--- src/rtl/grf_wb_queue.sv ---
// GRF write-port front end: merges W-stage writes with buffered MDU results and
// reports which registers still have a queued write pending.
module grf_wb_queue #(
    parameter int DEPTH = 4
) (
    input  logic        clk,
    input  logic        reset,
    input  logic        pipe_we,
    input  logic [4:0]  pipe_a3,
    input  logic [31:0] pipe_wd,
    input  logic [31:0] pipe_pc,
    input  logic        mdu_valid,
    output logic        mdu_ready,
    input  logic [4:0]  mdu_a3,
    input  logic [31:0] mdu_wd,
    input  logic [31:0] mdu_pc,
    input  logic [4:0]  q_a1,
    input  logic [4:0]  q_a2,
    output logic        q_busy1,
    output logic        q_busy2,
    output logic        WE,
    output logic [4:0]  A3,
    output logic [31:0] WD,
    output logic [31:0] pc
);

    localparam int PTR_W = (DEPTH > 1) ? $clog2(DEPTH) : 1;
    localparam int CNT_W = PTR_W + 1;
    localparam logic [CNT_W-1:0] FULL_CNT = CNT_W'(DEPTH);

    logic [DEPTH-1:0] vld_q, vld_d;
    logic [4:0]       a3_q [DEPTH];
    logic [31:0]      wd_q [DEPTH];
    logic [31:0]      pc_q [DEPTH];
    logic [PTR_W-1:0] wr_ptr_q, wr_ptr_d, rd_ptr_q, rd_ptr_d;
    logic [CNT_W-1:0] cnt_q, cnt_d;

    logic pipe_act, fifo_empty, head_vld, pop, push, push_vld;

    always_comb begin
        pipe_act   = pipe_we && (pipe_a3 != 5'd0);
        fifo_empty = (cnt_q == '0);
        head_vld   = vld_q[rd_ptr_q];
        // Any slot at the head leaves when the pipeline is not using the port,
        // whether it carries a write or was killed.
        pop        = !pipe_act && !fifo_empty;
        mdu_ready  = !reset && (cnt_q != FULL_CNT);
        push       = mdu_valid && mdu_ready && (mdu_a3 != 5'd0);
        push_vld   = !(pipe_act && (mdu_a3 == pipe_a3));
    end

    // A younger pipeline write to the same register makes queued results stale.
    always_comb begin
        vld_d = vld_q;
        for (int i = 0; i < DEPTH; i++) begin
            if (pipe_act && (a3_q[i] == pipe_a3)) vld_d[i] = 1'b0;
        end
        if (pop)  vld_d[rd_ptr_q] = 1'b0;
        if (push) vld_d[wr_ptr_q] = push_vld;
        wr_ptr_d = wr_ptr_q + PTR_W'(push);
        rd_ptr_d = rd_ptr_q + PTR_W'(pop);
        cnt_d    = cnt_q + CNT_W'(push) - CNT_W'(pop);
    end

    always_ff @(posedge clk or posedge reset) begin
        if (reset) begin
            vld_q    <= '0;
            wr_ptr_q <= '0;
            rd_ptr_q <= '0;
            cnt_q    <= '0;
        end else begin
            vld_q    <= vld_d;
            wr_ptr_q <= wr_ptr_d;
            rd_ptr_q <= rd_ptr_d;
            cnt_q    <= cnt_d;
        end
    end

    always_ff @(posedge clk) begin
        if (push) begin
            a3_q[wr_ptr_q] <= mdu_a3;
            wd_q[wr_ptr_q] <= mdu_wd;
            pc_q[wr_ptr_q] <= mdu_pc;
        end
    end

    always_comb begin
        WE = 1'b0;
        A3 = 5'd0;
        WD = 32'd0;
        pc = 32'd0;
        if (!reset) begin
            if (pipe_act) begin
                WE = 1'b1;
                A3 = pipe_a3;
                WD = pipe_wd;
                pc = pipe_pc;
            end else if (pop && head_vld) begin
                WE = 1'b1;
                A3 = a3_q[rd_ptr_q];
                WD = wd_q[rd_ptr_q];
                pc = pc_q[rd_ptr_q];
            end
        end
    end

    always_comb begin
        q_busy1 = 1'b0;
        q_busy2 = 1'b0;
        for (int i = 0; i < DEPTH; i++) begin
            if (vld_q[i] && (a3_q[i] == q_a1)) q_busy1 = 1'b1;
            if (vld_q[i] && (a3_q[i] == q_a2)) q_busy2 = 1'b1;
        end
        if (reset || (q_a1 == 5'd0)) q_busy1 = 1'b0;
        if (reset || (q_a2 == 5'd0)) q_busy2 = 1'b0;
    end

endmodule

--- config.mk ---
export PLATFORM = sky130hd
export DESIGN_NAME = grf_wb_queue
export DESIGN_NICKNAME = d
export VERILOG_FILES = /design/src/rtl/grf_wb_queue.sv
export SDC_FILE = /design/constraint.sdc
export NUM_CORES = 1
export LEC_CHECK = 0
export BUFFER_PORTS_ARGS = -buffer_cell sky130_fd_sc_hd__buf_4
export CORE_ASPECT_RATIO = 0.6
export CORE_MARGIN = 2
export CORE_UTILIZATION = 50
export DETAILED_ROUTE_END_ITERATION = 7
export PLACE_DENSITY = 0.72
export SLEW_MARGIN = 5
export SYNTH_ARGS = -nofsm -noshare
export SYNTH_HDL_FRONTEND = slang
export SYNTH_SLANG_ARGS = --single-unit
--- constraint.sdc ---
create_clock -name clk -period 12.4 [get_ports clk]
set_input_delay 0.62 -clock clk [delete_from_list [all_inputs] [get_ports clk]]
set_output_delay 0.62 -clock clk [all_outputs]
set_load 0.005 [all_outputs]
# Word level (Yosys, flattened, before mapping)
# Memories as Yosys holds them, arrays and structs flattened.
# Cells that the tools add are included.
dict set report classes {
  n_addsub 4
  magnitude_cmp 4
  n_eq_ne 14
  muxes 37
  bitwise_logic 2
  n_reduce_logical 32
}
# cell count
set ops {}
lappend ops {{32-bit 2-to-1 mux} 6}
lappend ops {{5-bit equality test} 13}
lappend ops {{1-bit 2-to-1 mux} 22}
lappend ops {{1-bit logical AND} 21}
lappend ops {{5-bit 2-to-1 mux} 3}
lappend ops {{5-bit logical NOT} 2}
lappend ops {{5-bit nonzero test} 2}
lappend ops {{4-bit 2-to-1 mux} 2}
lappend ops {{2-bit by 3-bit less-than comparator with 1-bit output (second input constant)} 2}
lappend ops {{2-bit by 1-bit adder with 2-bit output} 2}
lappend ops {{4-bit AND} 1}
lappend ops {{4-bit bitwise mux} 1}
lappend ops {{1-bit demux with 2-bit select} 2}
lappend ops {{2-bit by 1-bit greater-or-equal comparator with 1-bit output (second input constant)} 2}
lappend ops {{1-bit logical NOT} 4}
lappend ops {{4-bit NOT} 1}
lappend ops {{3-bit by 1-bit adder with 3-bit output} 1}
lappend ops {{3-bit logical NOT} 1}
lappend ops {{3-bit != test (second input constant)} 1}
lappend ops {{3-bit by 1-bit subtractor with 3-bit output} 1}
lappend ops {{1-bit binary-select mux with 2-bit select} 1}
lappend ops {{1-bit logical OR} 2}
dict set report word_totals {
  register_bits 11
  ram_bits 276
  inputBits 152
  out_inout_bits 73
  word_cells 100
  memories 3
}
# name depth word_bits rd rd_clocked_by_memory_dff wr line
set memory_table {}
lappend memory_table {pc_q 4 32 1 0 1 34} ;# logic [31:0] pc_q [DEPTH];
lappend memory_table {wd_q 4 32 1 0 1 33} ;# logic [31:0] wd_q [DEPTH];
lappend memory_table {a3_q 4 5 5 0 1 32} ;# logic [4:0] a3_q [DEPTH];

# Logic depth before layout (Yosys ltp)
# Gate-level depths: netlist of run 1.
dict set report logic_depth {
  depth_word 9
  depth_mapped 10
  mapped_depth_nobuf 9
}

# Worst setup path after synthesis of run 1
# No wires, ideal clock.
dict set report synth_timing {
  path_type {input to register}
  start {input reset}
  end {register vld_q[2]}
  setup_time_ns 0.380
  arrival_ns 6.729
  required_time_ns 12.020
  slack_ns 5.291
  path_stages 5
  n_path_buf 1
  path_cell_list {clkbuf_1 > nor2b_1 > o211ai_1 > nor3b_1 > o21ai_0}
}
dict set report synth_via {
  elab_chain_len 5
}
# element line
set synth_rtl {}
lappend synth_rtl {{start: declaration} 7} ;# input logic reset,
lappend synth_rtl {{1-bit logical NOT} -}
lappend synth_rtl {{1-bit logical AND} 47} ;# mdu_ready = !reset && (cnt_q != FULL_CNT);
lappend synth_rtl {{1-bit logical AND (2 in a row)} 48} ;# push = mdu_valid && mdu_ready && (mdu_a3 != 5'd0);
lappend synth_rtl {{4-bit 2-to-1 mux} 59} ;# if (push) vld_d[wr_ptr_q] = push_vld;
lappend synth_rtl {{net vld_d[2]} 31} ;# logic [DEPTH-1:0] vld_q, vld_d;
lappend synth_rtl {{end signal: assignment} 72} ;# vld_q <= vld_d;
lappend synth_rtl {{end: declaration} 31}
# The timed path passes the listed nets, and every way through them passes these cells.

# Worst setup path after layout of run 1
dict set report layout_timing {
  start {register rd_ptr_q[0]}
  end {output pc[6]}
}
dict set report layout_via {
  elab_chain_len 6
  elab_cells_between_ends 7
  classes_between {mux: 5; reduce/logical: 1; memory: 1}
}
# element line
set layout_rtl {}
lappend layout_rtl {{start: declaration} 35} ;# logic [PTR_W-1:0] wr_ptr_q, wr_ptr_d, rd_ptr_q, rd_ptr_d;
lappend layout_rtl {{start signal: assignment} 74} ;# rd_ptr_q <= rd_ptr_d;
lappend layout_rtl {{1-bit binary-select mux with 2-bit select} 43} ;# head_vld = vld_q[rd_ptr_q];
lappend layout_rtl {{1-bit 2-to-1 mux (not written as such)} 43}
lappend layout_rtl {{1-bit logical AND} 98} ;# end else if (pop && head_vld) begin
lappend layout_rtl {{32-bit 2-to-1 mux (*)} 98}
lappend layout_rtl {{32-bit 2-to-1 mux (*)} 93} ;# if (pipe_act) begin
lappend layout_rtl {{32-bit 2-to-1 mux (*)} 92} ;# if (!reset) begin
lappend layout_rtl {{end: declaration} 24} ;# output logic [31:0] pc
# Every way passes the cells marked *; elsewhere a longest branch is shown, timed or not. The select of a mux whose other input is x is not followed.

==> metrics.md, run 1 <==
| Metric | Value |
|---|---|
| Worst skew pair latency | 520 ps |
| Fin. max-slew vios | 0 |
| Most used cell, CP | buf_4 |
| TritonCTS clock tree | done |
| Post-CTS setup repair buffer count | 0 |
| Crit Path Max Fanout | 36 |
| Share of cells above drive strength 1 | 38.26% |
| Critical path startpoint | rd_ptr_q[0] |
| DRC Markers | 0 |
| CP Data Arrival Time | roughly 3300 ps |
| NetSw | approximately 750 uW |
| Mapped Area | ~12000 um^2 |
| Worst-Margin Slew | roughly 1100 ps |
| P per Cell Area | ~180 nW/um^2 |
| Int Pwr | around 2 mW |
| VDD IR max | approximately 94 uV |
| Fillers | between 1500 and 2000 |
| Rel. slew slack | about a quarter |
| Syn Nets | between 800 and 900 |
| Final RePlAce weighted congestion | between 0.8 and 0.9 |
| Placed insts | between 1000 and 1500 |
| Max cap viols | 0 |
| RSZ-0062 raised after global routing | no |
| Vias in the first global route | 7082 |
| Status | finished clean |
| CP Data Required Time | roughly 12000 ps |
| Post-synth top area cell | edfxtp_1 |
| Detailed Place HPWL | 17040 um |
| CP max stage delay | around 870 ps |
| Syn_area_per_cell | approximately 18 um^2 |
| Die Wd | around 210 um |
| Die H | around 130 um |
| # hold bufs at CTS | 0 |
| Synth Register Bits | ~290 |
| Worst setup EP type | output pin |
| Area delta synth->final | 22.41% |
| Post-cts sizing count | 0 |
| Cell chain of the critical path | mux4_2 > and2_2 > buf_4 > a22oi_1 > nor2_1 > buf_4 |
| Post-synth cell types | 35 |
| Sequential-to-total area share from yosys stat | between 60 and 70% |
| Tot Pwr | ~2.7 mW |
| Non-filler instance count after layout | 1242 |
| WS Path Type | reg -> out |
| Min cycle time layout | 3903 ps |
| Pin count of the biggest net entering global routing | 73 |
| Vias per inst | 5.638 |
| Reg-to-Reg Start | cnt_q[1] |
| Reg power frac | between 40% and 50% |
| Hold path startpoint | mdu_pc[12] |
| # diodes | 0 |
| Total Nets Final | 1059 |
| Num rows | 44 |
| Crit-path slowest cell | dfrtp_4 |
| Maximum clock path buffer count | 3 |
| LEAKAGE | ~5.3 nW |
| # IOs | approximately 230 |
| Core area | between 20000 and 25000 um^2 |
| Clock share of power | roughly 28% |
| Worst Setup Start Kind | register |
| Post-route clock period utilization | 31.48% |
| Post-synth EDFFs | between 200 and 300 |
| Mapped Cells | roughly 700 |
| Synth area leaders | edfxtp_1 68%, mux4_2 13%, a22oi_1 4.2% |
| Max Freq | 256.2 MHz |
| DR vias | ~7000 |
| Num CTS Buffers | 27 |
| Cell Area, Placed | 14190 um^2 |
| Htree depth | 1 |
| Multi-input gate area | roughly 3500 um^2 |
| Final Hold Fails | 0 |
| First-pass GRT wire length | between 40000 and 50000 um |
| Combinational Power Share | about 25% |
| Post-DRT Antenna Nets | 0 |
| Finished Cell Area | between 15000 and 20000 um^2 |
| Die ar. | 25850 um^2 |
| Antenna violations before repair | 0 |
| Initial Util | between 50% and 60% |
| Total global-route track usage | between 20% and 30% |
| Final setup viols | 0 |
| # clock sinks | between 200 and 300 |
| Ys Warns | 0 |
| Worst-path clk slew | approximately 60 ps |
| Initial DRC Count | 611 |
| Clock root buffer | clkbuf_16 |
| Clock Skew | between 10 and 15 ps |
| Drt first pass iters | 5 |
| Primary FF master, synth | edfxtp_1 |
| Register area | approximately 8600 um^2 |
| WL per Instance | 21.46 um |
| Sw Share | ~28% |
| Total Routed Length | ~27000 um |
| Grt ovf | 0 |
| Fraction of registers with async set or reset after synthesis | under 10% |
| Setup TNS | 0 ps |
| Post-synth top area share | 67.55% |
| Path type of the worst min-delay path | in -> reg |
| Min Hold Slack | about 300 ps |
| Port Buffers | 224 |
## power groups by stage
| stage | registers (mW) | clock network (mW) | logic, mW |
|---|---|---|---|
| finish | 1.28 | 0.770 | 0.675 |
| global route | 1.30 | 0.826 | 0.735 |
| CTS | 1.29 | 0.790 | 0.688 |
| global placement | 1.30 | 0 | 0.680 |
| floorplan | 1.25 | 0 | 0.518 |
| detailed placement | 1.31 | 0 | 0.684 |
## cells in the mapped netlist, types with 3 or more instances
cell and instances:
nor2_1 71, nor4_1 8, nand4_1 5, nor3_1 7, ha_1 3, a31oi_1 4
edfxtp_1 276, a22oi_1 68, mux4_2 70, xor2_1 49, buf_4 10, buf_1 4
nand3_1 8, inv_1 5, dfrtp_1 11, buf_2 3, nand2_1 7, or4_1 3
o21ai_0 6, clkbuf_1 38, and3_1 3, xnor2_1 21
## state kept, by name, indices dropped and copies added, names as in the netlist
signal,cells
pc_q,128
cnt_q,3
rd_ptr_q,2
wr_ptr_q,2
a3_q,20
vld_q,4
wd_q,128
## layer usage
layer / global-route usage, % / routed length (um) / up-vias
li1: - / - / 3180
met4: 3.487 / 365 / 0
met2: 30.46 / 11690 / 265
met5: 0 / 0 / -
met1: 32.80 / 12500 / 3527
met3: 4.536 / 2102 / 31
## layout make-up
| cell class | count | area share (%) |
|---|---|---|
| Tap cell | 322 | 2.683 |
| Clock buffer | 31 | 4.599 |
| Timing Repair Buffer | 233 | 11.65 |
| Multi-Input combinational cell | 349 | 22.98 |
| Clock inverter | 15 | 0.8998 |
| Sequential cell | 287 | 57.07 |
| Inverter | 5 | 0.1250 |
## layout by cell type (no fill, tap or decap), drive strengths merged, types with 10 or more instances in the layout
cell type  netlist  layout
clkbuf          38      31
a22oi           68      68
clkinv           0      10
buf             18     233
mux4            70      70
xor2            49      49
edfxtp         276     276
nor2            71      71
xnor2           21      21
dfrtp           11      11
## worst paths after layout
kind                                to  slack, ps  cells after the start
min in group asynchronous     cnt_q[2]        550                      2
max in group asynchronous  rd_ptr_q[1]      11430                      2
min reg2reg                   cnt_q[0]        550                      1
max                              pc[6]       8500                      6
min                        pc_q[2][12]        300                      1
max reg2reg                   cnt_q[2]       9760                      9
## metrics by stage
stage / setup slack, ps / utilization (%)
after floorplan: 5291 / -
after global placement: 8622 / 58.86
after detailed placement: 8605 / 58.86
after CTS: 8419 / 62.28
after global routing: 8174 / 62.28
final: 8497 / 62.28
## critical path, delay by kind of cell, from the launching register on
kind                   cells  cell delay, ps
flip-flops                 1             870
AND/OR/NAND/NOR            2             760
buffers and inverters      2             630
multiplexers               1             340
AO/OA/AOI/OAI              1             140
## cells by family after synthesis
family	synth area share, %
fa+ha+maj	0.4691
flops	69.79
mux	12.85
simple gates	4.558
xor+xnor	4.997
compound gates	5.068
buf+inv	2.264
No activity file was read; power rests on OpenSTA's default activity.
==> inputs of run 2 (changes only) <==
--- a/config.mk
+++ b/config.mk
@@ -5,12 +5,13 @@
 export SDC_FILE = /design/constraint.sdc
 export NUM_CORES = 1
 export LEC_CHECK = 0
+export ABC_AREA = 1
 export BUFFER_PORTS_ARGS = -buffer_cell sky130_fd_sc_hd__buf_4
 export CORE_ASPECT_RATIO = 0.6
 export CORE_MARGIN = 2
 export CORE_UTILIZATION = 50
 export DETAILED_ROUTE_END_ITERATION = 7
-export PLACE_DENSITY = 0.72
+export PLACE_DENSITY = 0.74
 export SLEW_MARGIN = 5
 export SYNTH_ARGS = -nofsm -noshare
 export SYNTH_HDL_FRONTEND = slang
==> constraint.sdc (replaced) <==
create_clock -name clk -period 3.1 [get_ports clk]
set_input_delay 0.155 -clock clk [delete_from_list [all_inputs] [get_ports clk]]
set_output_delay 0.155 -clock clk [all_outputs]
set_load 0.005 [all_outputs]
==> run 2 against run 1 <==
Effect of this change:
- sequential power grew to 3.9 times the previous value
- power grew to 4.4 times the previous value
- flip-flop and latch count did not move
- critical endpoint is now pc[28]
- via count up 39%
==> metrics.md, run 2 <==
| Metric | Value |
|---|---|
| Most common cell after layout, fill and taps aside | nand2_1 |
| WP buf/inv | 2 (unchanged) |
| WL per Instance | 18.44 um (-14%) |
| VDD IR max | 481.9 uV (+410%) |
| TritonCTS clock tree | done |
| Crit Path Max Fanout | 69 (+92%) |
| Num rows | 44 (unchanged) |
| Cell chain of the critical path | nor2_4 > nand2_1 > nand4_1 > buf_12 > nand3_1 > a21oi_1 > buf_4 |
| Worst slack, placed | 756.3 ps (-7849 ps) |
| Share of cells above drive strength 1 | 19.99% (-18 points) |
| RSZ-0062 raised after global routing | no |
| Total Routed Length | 33370 um (+25%) |
| LEAKAGE | 6.298 nW (+19%) |
| Primary FF master, synth | edfxtp_1 |
| Delay-heaviest family, CP | simple AND/OR/NAND/NOR gates |
| Pin count of the biggest net entering global routing | 70 (-4.1%) |
| Max cap viols | 0 (unchanged) |
| Post-synth EDFFs | 276 (unchanged) |
| Cell Area, Placed | 14690 um^2 (+3.5%) |
| Setup TNS | 0 ps (unchanged) |
| Num CTS Buffers | 27 (unchanged) |
| CP Data Required Time | 2940 ps (-8840 ps) |
| Htree depth | 1 (unchanged) |
| Final Util | 66.68% (+4.4 points) |
| Fin. max-slew vios | 0 (unchanged) |
| Min cycle time layout | between 2000 and 3000 ps |
| Most frequent cells in the layout | 426 x nand2_1, 276 x edfxtp_1, 233 x buf_4 |
| Status | finished clean |
| Fraction of registers with async set or reset after synthesis | 3.833% (unchanged) |
| Syn_area_per_cell | 10.62 um^2 (-40%) |
| Die Wd | 209.0 um (+1.4%) |
| Worst-Margin Slew | 797.4 ps (-322.1 ps) |
| Post-CTS setup repair buffer count | 0 (unchanged) |
| Mapped Area | 12610 um^2 (+2.8%) |
| Post-synth top area cell | edfxtp_1 |
| Final Hold Fails | 0 (unchanged) |
| Drt first pass iters | 8 (+3) |
| Final setup viols | 0 (unchanged) |
| Worst-path clk slew | 70 ps (about the same) |
| Core area | 24500 um^2 (+1.6%) |
| Die H | 127.0 um (+1.3%) |
| Area delta synth->final | 29.51% |
| Die ar. | 26550 um^2 (+2.7%) |
| Count leader, synth | nand2_1 |
| First-pass GRT wire length | 52170 um (+28%) |
| DRC Markers | 0 (unchanged) |
| Path type of the worst min-delay path | in -> reg |
| P per Cell Area | 739.1 nW/um^2 (+310%) |
| Synth Register Bits | 287 (unchanged) |
| Worst skew pair latency | 530 ps (about the same) |
| Initial Util | 51.48% (+0.60 points) |
| Post-synth cell types | 23 (-34%) |
| Initial DRC Count | 961 (+57%) |
| Sequential-to-total area share from yosys stat | 67.90% (-1.9 points) |
| Clock Skew | 12.87 ps (+1.573 ps) |
| Port Buffers | 224 (unchanged) |
| Rel. slew slack | 46.84% (+21 points) |
| Max Freq | approximately 370 MHz |
| Post-synth top cells | 426 x nand2_1, 276 x edfxtp_1, 88 x nand3_1, 76 x nand4_1, 74 x a21oi_1 |
| Worst setup EP type | output pin |
| WS Path Type | reg -> out |
| Antenna violations before repair | 2 (+2) |
| Synth area leaders | edfxtp_1 66%, nand2_1 13%, nand4_1 3.8% |
| Total Nets Final | 1621 (+53%) |
| Ys Warns | 0 (unchanged) |
| Final RePlAce weighted congestion | 0.9474 (+10%) |
| Finished Cell Area | 16330 um^2 (+8.8%) |
| Post-route clock period utilization | between 80 and 90% |
| Total global-route track usage | 25.14% (+4.3 points) |
| # IOs | 225 (unchanged) |
| Post-DRT Antenna Nets | 0 (unchanged) |
| Worst Setup Start Kind | register |
| # clock sinks | 287 (unchanged) |
| Clock root buffer | clkbuf_16 |
| Post-synth top area share | 65.71% (-1.8 points) |
| Syn Nets | 1344 (+58%) |
| Crit-path slowest cell | dfrtp_1 |
| CP Data Arrival Time | 2580 ps (-700 ps) |
| Detailed Place HPWL | 20880 um (+22%) |
| Mapped Cells | 1188 (+70%) |
| Largest regs | pc_q x128, wd_q x128, a3_q x20 |
| DR vias | 9759 (+39%) |
| CP max stage delay | 470 ps (-400 ps) |
| Grt ovf | 0 (unchanged) |
| Setup ws final | 366.5 ps (-8130 ps) |
| Vias in the first global route | 9337 (+32%) |
| Maximum clock path buffer count | 3 (unchanged) |
| Vias per inst | 5.395 (-4.3%) |
-- run 2: changes by cell type in the layout (fill, tap and decap cells not counted), sizes merged, moves of 38 or more --
| cell | change |
|---|---|
| a21oi | +73 |
| a22oi | -68 |
| dlygate4sd3 | +69 |
| inv | +38 |
| mux4 | -70 |
| nand2 | +420 |
| nand3 | +80 |
| nand4 | +71 |
-- run 2: area by class of cell --
cell class | instances | area, um^2
sequential | 287 | 8563
multi-input combinational | 792 | 3622
clock inverter | 21 | 264.0
antenna | 1 | 2.502
clock buffer | 29 | 683.2
timing repair buffer | 311 | 2620
inverter | 46 | 176.4
fill | 1811 | 8164
tap | 322 | 402.9
-- run 2: per-stage QoR --
step	std cells	power [mW]	hold WS, ps
floorplan	1188	7.112	186.3
global placement	1689	8.510	355.9
detailed placement	1689	8.549	357.0
CTS	1808	12.11	68.76
global route	1809	12.69	109.2
finish	1809	12.07	78.99
-- run 2: worst paths after layout --
path | startpoint | end | slack, ps | cells past startpoint
setup / recovery | rd_ptr_q[0] | pc[28] | 370 | 7
hold / removal | mdu_valid | wr_ptr_q[0] | 80 | 4
setup reg to reg | cnt_q[1] | wd_q[0][1] | 750 | 7
hold reg to reg | cnt_q[0] | cnt_q[0] | 530 | 1
max in group asynchronous | reset | vld_q[1] | 2630 | 4
min in group asynchronous | reset | vld_q[3] | 310 | 4
-- run 2: per-layer routing --
layer,vias to the layer above,global-route usage (%),routed length (um)
met4,2,4.832,457
met2,421,38.57,14730
met3,36,4.449,2837
met5,-,0,17
li1,4688,-,-
met1,4612,38.18,15320
-- run 2: worst reg2reg max path: stages, from the launching register on --
cell	delay, ps
dfrtp_1	410
nor2_1	90
a21oi_1	410
nand3_1	210
inv_1	120
nand2_1	90
inv_2	270
buf_12	390
-- run 2: kinds of logic (layout without fill, tap and decap cells) --
logic type / after synthesis / after routing / share of synthesized area (%)
XOR/XNOR: 28 / 28 / 1.944
flip-flops: 287 / 287 / 67.90
AO/OA/AOI/OAI: 108 / 108 / 4.286
buffers and inverters: 109 / 407 / 3.522
other: 0 / 1 / 0
adder cells (fa/ha/maj): 4 / 4 / 0.4564
AND/OR/NAND/NOR: 652 / 652 / 21.89
-- run 2: timing repair --
action	CTS	global route
endpoints found under the hold margin	276	0
hold buffers	69	0
resized for setup	0	0
-- run 2: where the power goes --
group,internal [mW],total (mW),switching [mW]
clock,2.10,3.50,1.40
combinational,1.21,3.62,2.41
sequential,4.73,4.95,0.223
==> inputs of run 3 (changes only) <==
--- a/config.mk
+++ b/config.mk
@@ -7,11 +7,13 @@
 export LEC_CHECK = 0
 export ABC_AREA = 1
 export BUFFER_PORTS_ARGS = -buffer_cell sky130_fd_sc_hd__buf_4
+export CELL_PAD_IN_SITES_DETAIL_PLACEMENT = 1
+export CELL_PAD_IN_SITES_GLOBAL_PLACEMENT = 2
 export CORE_ASPECT_RATIO = 0.6
 export CORE_MARGIN = 2
-export CORE_UTILIZATION = 50
+export CORE_UTILIZATION = 32
 export DETAILED_ROUTE_END_ITERATION = 7
-export PLACE_DENSITY = 0.74
+export PLACE_DENSITY = 0.77
 export SLEW_MARGIN = 5
 export SYNTH_ARGS = -nofsm -noshare
 export SYNTH_HDL_FRONTEND = slang
==> run 3 against run 2 <==
Effect of this change:
- first-iteration DRC count decreased by 40%
- clock power decreased by 13%
- sequential power about the same
- critical path depth increased by 1
- design area increased by 0.33%
- register-to-register slack got worse by 140 ps
- combinational power increased by 4%
- via count about the same
- clock skew decreased by 0.65 ps
- core utilization decreased by 25 points
- critical path type unchanged
- largest power group unchanged
- highest routed layer is now met4
==> metrics.md, run 3 (synthesized netlist as in run 2, its figures left out) <==
| Metric | Value |
|---|---|
| Status | finished clean |
| Clock Skew | 12.22 ps (-0.6497 ps) |
| VDD IR max | 461.5 uV (-4.2%) |
| R2R cell count | 9 (+2) |
| Worst skew pair latency | 540 ps (about the same) |
| Placed insts | 1890 (+12%) |
| Most frequent cells in the layout | 426 x nand2_1, 276 x edfxtp_1, 237 x buf_4 |
| Non-filler instance count after layout | 2005 (+11%) |
| Worst hold path depth | 4 (unchanged) |
| Grt ovf | 0 (unchanged) |
| Initial Util | 32.37% (-19 points) |
| Min Hold Slack | 72.12 ps (-6.871 ps) |
| Detailed Place HPWL | 26260 um (+26%) |
| Path type of the worst min-delay path | in -> reg |
| Drt first pass iters | 4 (-4) |
| Worst setup EP type | output pin |
| Final RePlAce weighted congestion | 0.8832 (-6.8%) |
| DR vias | 9754 (-0.051%) |
| Htree depth | 1 (unchanged) |
| Die Wd | 260.3 um (+25%) |
| Antenna violations before repair | 1 (-1) |
| # clock sinks | 287 (unchanged) |
| Fin. max-slew vios | 0 (unchanged) |
| DRC Markers | 0 (unchanged) |
| Max Freq | 351.8 MHz (-3.8%) |
| RSZ-0062 raised after global routing | no |
| Hold path startpoint | mdu_valid |
| Num CTS Buffers | 27 (unchanged) |
| Maximum clock path buffer count | 3 (unchanged) |
| Worst-Margin Slew | 836.5 ps (+39.11 ps) |
| Clock root buffer | clkbuf_16 |
| Cell chain of the critical path | inv_2 > nor2_4 > nand2_1 > nand4_1 > buf_4 > nand3_1 > a21oi_1 > buf_4 |
| Port Buffers | 224 (unchanged) |
| Crit-path slowest cell | dfrtp_1 |
| Crit Path Max Fanout | 43 (-38%) |
| Initial DRC Count | 574 (-40%) |
| LEAKAGE | 6.215 nW (-1.3%) |
| CP max stage delay | 500 ps (+30 ps) |
| CP Data Arrival Time | 2690 ps (+110 ps) |
| Largest regs | pc_q x128, wd_q x128, a3_q x20 |
| Cell Area, Placed | 14920 um^2 (+1.5%) |
| Most used cell, CP | buf_4 |
| TritonCTS clock tree | done |
| Share of cells above drive strength 1 | 19.57% (-0.42 points) |
| WP buf/inv | 3 (+1) |
| Die ar. | 41070 um^2 (+55%) |
| Finished Cell Area | 16390 um^2 (+0.33%) |
| Worst Setup Start Kind | register |
| CP Data Required Time | 2940 ps (about the same) |
| Post-DRT Antenna Nets | 0 (unchanged) |
| Post-route clock period utilization | 91.68% (+3.5 points) |
| Delay-heaviest family, CP | buffers and inverters |
| Core area | 38960 um^2 (+59%) |
| Setup TNS | 0 ps (unchanged) |
| Reg-to-Reg Start | cnt_q[1] |
| Final setup viols | 0 (unchanged) |
| Vias per inst | 4.865 (-9.8%) |
| First-pass GRT wire length | 60090 um (+15%) |
| Area delta synth->final | 29.94% |
| Num rows | 56 (+27%) |
| Total Nets Final | 1622 (+0.062%) |
| Vias in the first global route | 9895 (+6.0%) |
| # IOs | 225 (unchanged) |
| Rel. slew slack | 44.23% (-2.6 points) |
| Most common cell after layout, fill and taps aside | nand2_1 |
| Worst reg-to-reg setup slack | 610 ps (-140 ps) |
| P per Cell Area | 717.5 nW/um^2 (-2.9%) |
| Max cap viols | 0 (unchanged) |
| Min-Delay Endpoint | vld_q[3] |
| Fillers | 4386 (+140%) |
| WL per Instance | 19.94 um (+8.1%) |
| Total Routed Length | 39990 um (+20%) |
| Min cycle time layout | 2842 ps (+108.6 ps) |
| RR Endpoint | cnt_q[2] |
| Pin count of the biggest net entering global routing | 71 (+1.4%) |
| Total global-route track usage | 19.22% (-5.9 points) |
| Final Hold Fails | 0 (unchanged) |
| Worst-path clk slew | 70 ps (about the same) |
| WS Path Type | reg -> out |
| Die H | 157.8 um (+24%) |
-- run 3: cell count changes in the layout (fill, tap and decap cells not counted) --
cell	delta
clkbuf_1	+2
clkinv_8	-1
bufinv_16	-5
clkinv_1	+1
buf_12	-3
inv_2	-1
buf_4	+4
clkinvlp_4	-1
-- run 3: worst register-to-register path: stages, from the launching register on --
cell and delay [ps]:
dfrtp_1 430, nor2_1 90, a21oi_1 480, nand3_1 230
ha_1 340, inv_1 60, ha_1 130, inv_1 50
fa_1 410, xnor2_1 140
-- run 3: metal layers --
layer / wire (um) / global-route usage, % / share of wire [%] / up-vias
met5: 0 / 0 / 0 / -
met4: 482 / 2.694 / 1.2 / 0
met3: 2081 / 3.138 / 5.2 / 34
met2: 17470 / 29.39 / 44 / 247
met1: 19960 / 29.18 / 50 / 4797
li1: - / - / - / 4676
-- run 3: timing repair --
action	CTS	global route
setup endpoints to repair	0	0
hold buffers	69	0
hold endpoints to repair	276	0
gates resized for setup	0	0
setup buffers	0	0
-- run 3: through the flow --
stage                     worst slack (ps)  util (%)  total power, mW
after global routing                0.4785     42.07            12.47
after global placement               663.2     38.29            8.743
after floorplan                      281.4         -            7.112
final                                257.9     42.07            11.76
after detailed placement             589.0     38.29            8.799
after CTS                            222.1     42.06            11.92
-- run 3: cell type report --
| class | count | area, um^2 | area share [%] |
|---|---|---|---|
| clock buffers | 31 | 690.7 | 4.214 |
| inverters | 46 | 177.7 | 1.084 |
| flip-flops and latches | 287 | 8563 | 52.25 |
| clock inverters | 14 | 88.84 | 0.5421 |
| well taps | 522 | 653.1 | 3.985 |
| multi-input cells | 792 | 3622 | 22.10 |
| repair buffers | 312 | 2590 | 15.80 |
| diodes | 1 | 2.502 | 0.01527 |
-- run 3: power by group --
part	internal, mW	total [mW]	switching (mW)
Combinational	1.19	3.77	2.57
Clock	1.66	3.04	1.38
Sequential	4.73	4.95	0.220
Total	7.59	11.8	4.17
-- run 3: how the worst max path moves through the flow --
stage / slack, ps / depth (start not counted) / to / start
after global placement: 660 / 7 / wd_q[0][20] / cnt_q[1]
after global routing: 0.5 / 10 / A3[4] / rd_ptr_q[0]
final: 260 / 8 / WD[9] / rd_ptr_q[0]
after detailed placement: 590 / 9 / cnt_q[2] / cnt_q[1]
after floorplan: 280 / 6 / a3_q[0][0] / cnt_q[1]
after CTS: 220 / 8 / WD[9] / rd_ptr_q[0]
